$ cat config.mk
export PLATFORM = sky130hd
export DESIGN_NAME = pc_sequencer
export DESIGN_NICKNAME = d
export VERILOG_FILES = /design/src/rtl/pc_sequencer.sv
export SDC_FILE = /design/constraint.sdc
export NUM_CORES = 1
export LEC_CHECK = 0
export BUFFER_PORTS_ARGS = -buffer_cell sky130_fd_sc_hd__buf_2
export CORE_AREA = 2 2 77 153
export DETAILED_ROUTE_END_ITERATION = 8
export DIE_AREA = 0 0 79 155
export PLACE_DENSITY = 0.75
export REMOVE_ABC_BUFFERS = 1
export SYNTH_ARGS = -nofsm -noshare
export SYNTH_HDL_FRONTEND = slang
export SYNTH_SLANG_ARGS = --single-unit
export TNS_END_PERCENT = 30
$ cat constraint.sdc
create_clock -name CLK -period 1.81 [get_ports CLK]
set_input_delay 0.181 -clock CLK [delete_from_list [all_inputs] [get_ports CLK]]
set_output_delay 0.181 -clock CLK [all_outputs]
set_load 0.02 [all_outputs]
$ cat src/rtl/pc_sequencer.sv
// Program counter and next-PC select with boot/run/halt control,
// misaligned-redirect trap and a wrapping fetch counter.
module pc_sequencer #(
  parameter logic [31:0] RESET_VECTOR = 32'h0000_0000,
  parameter logic [31:0] TRAP_VECTOR  = 32'h0000_0080,
  parameter int unsigned CNT_W        = 32
) (
  input  logic             CLK,
  input  logic             RST,
  input  logic [31:0]      PC_PLUS4,
  input  logic             STALL,
  input  logic             BRANCH_TAKEN,
  input  logic [31:0]      BRANCH_TARGET,
  input  logic             JUMP,
  input  logic [31:0]      JUMP_TARGET,
  input  logic             HALT_REQ,
  input  logic             RESUME,
  output logic [31:0]      PC,
  output logic             FETCH_VALID,
  output logic             HALTED,
  output logic             MISALIGN_ERR,
  output logic [31:0]      EPC,
  output logic [CNT_W-1:0] FETCH_COUNT
);

  typedef enum logic [1:0] {
    S_BOOT = 2'd0,
    S_RUN  = 2'd1,
    S_HALT = 2'd2
  } state_e;

  state_e           state_q, state_d;
  logic [31:0]      pc_q, pc_d;
  logic [31:0]      epc_q, epc_d;
  logic [CNT_W-1:0] cnt_q, cnt_d;
  logic             fv_q, fv_d;
  logic             halted_q, halted_d;
  logic             err_q, err_d;

  logic             redir;
  logic [31:0]      tgt;

  assign redir = JUMP | BRANCH_TAKEN;
  assign tgt   = JUMP ? JUMP_TARGET : BRANCH_TARGET;

  always_comb begin
    state_d = state_q;
    pc_d    = pc_q;
    epc_d   = epc_q;
    cnt_d   = cnt_q;
    err_d   = 1'b0;
    unique case (state_q)
      S_BOOT: state_d = S_RUN;
      S_RUN: begin
        if (HALT_REQ) begin
          state_d = S_HALT;
        end else if (!STALL) begin
          cnt_d = cnt_q + CNT_W'(1);
          if (redir && (tgt[1:0] != 2'b00)) begin
            pc_d  = TRAP_VECTOR;
            epc_d = pc_q;
            err_d = 1'b1;
          end else if (redir) begin
            pc_d = tgt;
          end else begin
            pc_d = PC_PLUS4;
          end
        end
      end
      S_HALT: begin
        if (RESUME) state_d = S_RUN;
      end
      default: state_d = S_BOOT;
    endcase
    fv_d     = (state_d == S_RUN);
    halted_d = (state_d == S_HALT);
  end

  always_ff @(posedge CLK) begin
    if (RST) begin
      state_q  <= S_BOOT;
      pc_q     <= RESET_VECTOR;
      epc_q    <= 32'h0;
      cnt_q    <= '0;
      fv_q     <= 1'b0;
      halted_q <= 1'b0;
      err_q    <= 1'b0;
    end else begin
      state_q  <= state_d;
      pc_q     <= pc_d;
      epc_q    <= epc_d;
      cnt_q    <= cnt_d;
      fv_q     <= fv_d;
      halted_q <= halted_d;
      err_q    <= err_d;
    end
  end

  assign PC           = pc_q;
  assign FETCH_VALID  = fv_q;
  assign HALTED       = halted_q;
  assign MISALIGN_ERR = err_q;
  assign EPC          = epc_q;
  assign FETCH_COUNT  = cnt_q;

endmodule

==> out/qor.yml, run 1 <==
hp-class: "in -> reg"
synth_edf_count: 0
tightest_slew_ps: 545
initial_core_util_pct: 42.1
syn-cell-area_um2: 4690
grt_overflow_total: 0
drive_gt1_share_pct: 35.6
clkSinkCount: 101
period_needed_ps: 1750
final_max_slew_viol_count: 0
peakVddDrop_mv: 0.520
seqCellArea_um2: 2020
critPathKind: "reg -> reg"
fp.dieW_um: 79
postCtsResizedCells: 0
dp_slack_ps: 1.53
synthCells: 555
rsz0062_at_grt: "true"
p_leak_nw: 3.09
finalWorstSetupSlack_ps: 64.5
hold_violations: 0
ys_ff_latch: 101
postCtsSetupBuffers: 0
grt_pass1_wl_um: 20400
setup_viol: 0
ys_seq_area_share_pct: 43.1
power.density_nw_per_um2: 706
gr-usage-met1_pct: 24.5
ant_nets: 0
syn_avg_cell_area_um2: 8.45
crit_path_end_kind: "register"
dp_hpwl_um: 9380
port_buffers: 201
grtUsageMet3_pct: 5.16
critical_path.max_fanout: 19
nets: 869
synthArstFlopShare_pct: 0
place_congestion: 0.782
first_global_vias: 4418
cts_buffers: 9
power.total_mw: 4.49
vias_per_cell: 5.15
die_height_um: 155
wl_um: 12700
path_clk_slew_ps: 60
utilization_pct: 57.1
cts_tree: "done"
grt_max_degree: 44
start_kind: "register"
ys_types: 40
drtIter0Drc: 151
n_antenna_cell: 0
clock-root-buffer: "clkbuf_16"
top_usage_layer: "met2"
n_fill_cell: 1022
multi_input_area_um2: 2510
grt_use_met2_pct: 35.4
finalCritPeriodShare_pct: 96.4
hold_ws_ps: 103
clockBufferDepth: 2
worst_ep_required_time_ps: 2020
vias: 4701
wl_per_cell_um: 13.9
clk_latency_ps: 340
first_pass_iters: 4
rows: 55
max_freq_mhz: 573
cts_max_level: 3
grtUsageTotal_pct: 20.4
core_um2: 11100
fin_worst_skew_ps: 6.55
cts_hold_buf: 0
drv_cap: 0
cp_data_arrival_time_ps: 1960
drc_errors: 0
status: "complete, no violations"
fp.dieArea_um2: 12200
antenna_found_initial: 0
io_pins: 202
synth_flop_cell: "dfxtp_1"
slew_headroom_pct: 63.7
ys.warnings.count: 0
area.growth.synth_to_final_pct: 35.7
cells by family after synthesis:
group / share of synthesized area (%)
buffers and inverters: 4.29
DFF: 43.1
and+or+nand+nor: 24.1
AOI/OAI and AO/OA: 12.1
muxes: 14.4
adders and majority gates: 0.267
xor gates and xnor gates: 1.68
Yosys cell counts (all sizes together), types with 7 or more instances:
library cell | number | area, um^2
dfxtp | 101 | 2020
nand2 | 74 | 278
mux2i | 62 | 621
nor2 | 51 | 191
a21oi | 50 | 250
nand3 | 42 | 210
o21ai | 35 | 175
clkbuf | 30 | 113
buf | 12 | 77.6
or4 | 12 | 90.1
nand4 | 11 | 68.8
o31ai | 11 | 82.6
nor4 | 7 | 43.8
xor2 | 7 | 61.3
through the flow:
step | instance area [um^2] | setup TNS [ps] | cells
floorplan | 4500 | -42380 | 513
global placement | 6040 | 0 | 896
detailed placement | 6040 | 0 | 896
CTS | 6320 | 0 | 912
global route | 6360 | -40.9 | 912
finish | 6360 | 0 | 912
report_power, final:
group / total [mW] / switching, mW / internal [mW]
Clock: 1.78 / 0.779 / 1.00
Sequential: 2.26 / 0.0141 / 2.24
Combinational: 0.459 / 0.248 / 0.211
Total: 4.49 / 1.04 / 3.45
worst max-delay path, cell delays in order (launching register included):
cell and delay [ps]:
dfxtp_1 340, or4b_4 540, a211o_4 310, buf_12 170, mux2i_1 180, nor2_1 80
cell type report:
type,instances,area share [%]
Clock inverter,4,0.354
Clock buffer,12,4.03
Inverter,3,0.177
Timing Repair Buffer,241,21.3
Sequential cell,101,31.8
Multi-Input combinational cell,409,39.5
Tap cell,142,2.79
worst paths after layout:
check	startpoint	endpoint	slack, ps	depth (start not counted)
min reg2reg	PC[0]	PC[0]	460	2
min	PC_PLUS4[0]	PC[0]	100	3
max reg2reg	state_q[1]	EPC[29]	60	5
max	state_q[1]	EPC[29]	60	5
state kept, by name, summed over array words and instances, names as in the netlist:
name / flops
EPC: 32
FETCH_COUNT: 32
PC: 32
state_q: 2
FETCH_VALID: 1
HALTED: 1
MISALIGN_ERR: 1
routing by layer:
metal  up-vias  part of all wire [%]
li1       2384                     -
met3        17                   7.3
met2       170                    49
met5         -                     0
met4         0                   1.7
met1      2130                    42
cells in the final DEF, fill, tap and decap left out, types with 2 or more instances in the layout:
master     Yosys  final
a21oi_1       50     49
and2_1         2      2
and3_1         5      5
and4_1         4      4
buf_12         0      4
buf_2          2    200
buf_4          0     37
clkbuf_16      0      9
clkbuf_8       0      2
clkinv_2       0      3
dfxtp_1      101    100
inv_1          3      3
mux2_2         5      5
mux2i_1       62     61
nand2_1       74     73
nand3_1       42     42
nand3b_1       2      2
nand4_1       11     11
nor2_1        51     51
nor2b_1        6      6
nor4_1         7      3
nor4_2         0      4
o21ai_0       35     35
o31ai_1       11     11
or3_1          6      6
or4_1         12     12
xnor2_1        2      2
xor2_1         7      7
Power figures use the tool's default switching activity.
==> run 2: changes to the inputs <==
- CORE_AREA: 2 2 77 153 -> 4 4 79 155
- DIE_AREA: 0 0 79 155 -> 0 0 83 159
- GPL_ROUTABILITY_DRIVEN: not set -> 0
==> run 2 against run 1 <==
Effect of this change:
- cell area grew 2.2%
- clock-buffer cell count is the same
- non-clock buffer count grew 5
- worst hold slack gained 3.2 ps
- clock power grew 12%
- sequential share of layout area shrank 0.61 points
- register-to-register slack is essentially flat
- global-route usage grew 0.29 points
- flip-flop and latch count is the same
- first-iteration DRC count grew 24%
- largest power group unchanged
- highest routed layer unchanged
- critical endpoint is now EPC[13]
==> out/qor.yml, run 2 (synthesized netlist as in run 1, its figures left out) <==
status: "complete, no violations"  # unchanged
dp_slack_ps: -91.5  # was 1.53 ps
first_global_vias: 4912  # was 4418
cp_data_arrival_time_ps: 1960  # about the same
cpMaxStageDelayCell: "or4b_4"  # unchanged
grt_max_degree: 49  # was 44
critPathKind: "reg -> reg"  # unchanged
hold_violations: 0  # unchanged
final_common_cell: "buf_2"  # unchanged
rsz0062_at_grt: "true"  # unchanged
timing.rr.end: "EPC[13]"  # was EPC[29]
port_buffers: 201  # unchanged
holdPathStages: 3  # unchanged
tightest_slew_ps: 565  # was 545 ps
initial_core_util_pct: 42.9  # was 42.1%
rows: 54  # was 55
nets: 874  # was 869
die_height_um: 159  # was 155 um
r2r_slack_ps: 50  # was 60 ps
reg2reg_depth: 5  # unchanged
hp-start: "PC_PLUS4[0]"  # unchanged
cts_tree: "done"  # unchanged
hold_end: "PC[0]"  # unchanged
finalInstanceArea_um2: 6500  # was 6360 um^2
fin_worst_skew_ps: 9.95  # was 6.55 ps
period_needed_ps: 1760  # was 1750 ps
critical_path.max_fanout: 14  # was 19
worst_ep_required_time_ps: 2010  # was 2020 ps
slew_headroom_pct: 62.3  # was 63.7%
clockBufferDepth: 2  # unchanged
area.growth.synth_to_final_pct: 38.7  # was 35.7%
peakVddDrop_mv: 0.536  # was 0.520 mV
layout_common_cells: "buf_2 (200), dfxtp_1 (98), nand2_1 (73), mux2i_1 (60), nor2_1 (51)"  # was buf_2 (200), dfxtp_1 (100), nand2_1 (73), mux2i_1 (61), nor2_1 (51)
placed_cell_area_um2: 6010  # was 6040 um^2
clock-root-buffer: "clkbuf_16"  # unchanged
n_antenna_cell: 0  # unchanged
wl_per_cell_um: 15.6  # was 13.9 um
start_kind: "register"  # unchanged
cts_max_level: 3  # unchanged
first_pass_iters: 6  # was 4
p_leak_nw: 3.14  # was 3.09 nW
cts_buffers: 9  # unchanged
grt_overflow_total: 0  # unchanged
cp_cell_sequence: "or4b_4, a211o_4, buf_12, mux2i_2, nor2_1"  # was or4b_4, a211o_4, buf_12, mux2i_1, nor2_1
clk_latency_ps: 330  # was 340 ps
utilization_pct: 59.4  # was 57.1%
vias: 4852  # was 4701
hp-class: "in -> reg"  # unchanged
path_clk_slew_ps: 70  # was 60 ps
finalWorstSetupSlack_ps: 50.9  # was 64.5 ps
antenna_found_initial: 0  # unchanged
cp-startpoint: "state_q[1]"  # unchanged
drv_cap: 0  # unchanged
grtUsageTotal_pct: 20.7  # was 20.4%
cts_hold_buf: 0  # unchanged
power.density_nw_per_um2: 727  # was 706 nW/um^2
critical_path.max_stage_delay_ps: 520  # was 540 ps
drive_gt1_share_pct: 37.3  # was 35.6%
final_max_slew_viol_count: 0  # unchanged
timing.rr.start: "state_q[1]"  # unchanged
max_freq_mhz: 568  # was 573 MHz
crit_path_end_kind: "register"  # unchanged
dp_hpwl_um: 10900  # was 9380 um
drtIter0Drc: 187  # was 151
clkSinkCount: 101  # unchanged
core_um2: 10900  # was 11100 um^2
io_pins: 202  # unchanged
fp.dieW_um: 83  # was 79 um
finalCritPeriodShare_pct: 97.2  # was 96.4%
wl_um: 14300  # was 12700 um
ant_nets: 0  # unchanged
drc_errors: 0  # unchanged
grt_pass1_wl_um: 22800  # was 20400 um
setup_viol: 0  # unchanged
vias_per_cell: 5.30  # was 5.15
fp.dieArea_um2: 13200  # was 12200 um^2
## run 2: cell count changes in the layout (fill, tap and decap cells not counted), sizes merged
cell / change
clkinv: -2
bufinv: +2
buf: +5
## run 2: worst max path at each step
stage	depth (start not counted)	slack [ps]	endpoint
floorplan	4	-970	FETCH_COUNT[31]
global placement	6	-10	EPC[26]
detailed placement	5	-90	EPC[13]
CTS	5	0.2	FETCH_COUNT[31]
global route	6	-40	FETCH_COUNT[30]
finish	5	50	EPC[13]
## run 2: timing repair
action,CTS,global route
pin swaps,2,9
resized for setup,7,24
buffers inserted,0,5
setup endpoints to repair,36,18
cloned,1,1
## run 2: per-layer routing
layer / vias up / global-route usage (%) / part of all wire (%)
met4: 0 / 9.00 / 3.6
met3: 34 / 2.95 / 4.8
met1: 2248 / 20.8 / 36
met2: 175 / 40.9 / 56
met5: - / 0 / 0
li1: 2395 / - / -
## run 2: layout make-up
type	count	area, um^2
Tap cell	140	175
Multi-Input combinational cell	409	2550
Clock buffer	12	236
Clock inverter	4	72.6
Fill cell	1042	4440
Timing Repair Buffer	246	1430
Sequential cell	101	2030
Inverter	3	11.3
## run 2: report_power, final
group	switching, mW	internal, mW	leakage, nW
Sequential	0.0159	2.24	0.816
Combinational	0.253	0.217	2.18
Clock	0.792	1.21	0.147
Total	1.06	3.67	3.14
## run 2: worst max-delay path, delay by kind of cell (launching register included)
| family | cells | cell delay, ps |
|---|---|---|
| AO/OA/AOI/OAI | 1 | 330 |
| buffers and inverters | 1 | 180 |
| AND/OR/NAND/NOR | 2 | 580 |
| multiplexers | 1 | 190 |
| flip-flops | 1 | 350 |
## run 2: stage by stage
step,hold slack (ps),TNS [ps],total power [mW],std cells
final,106,0,4.73,915
after global routing,111,-227,4.93,915
after CTS,96.5,0,4.77,909
after detailed placement,453,-1280,2.76,892
after global placement,444,-63.6,2.75,892
after floorplan,250,-42380,2.49,513
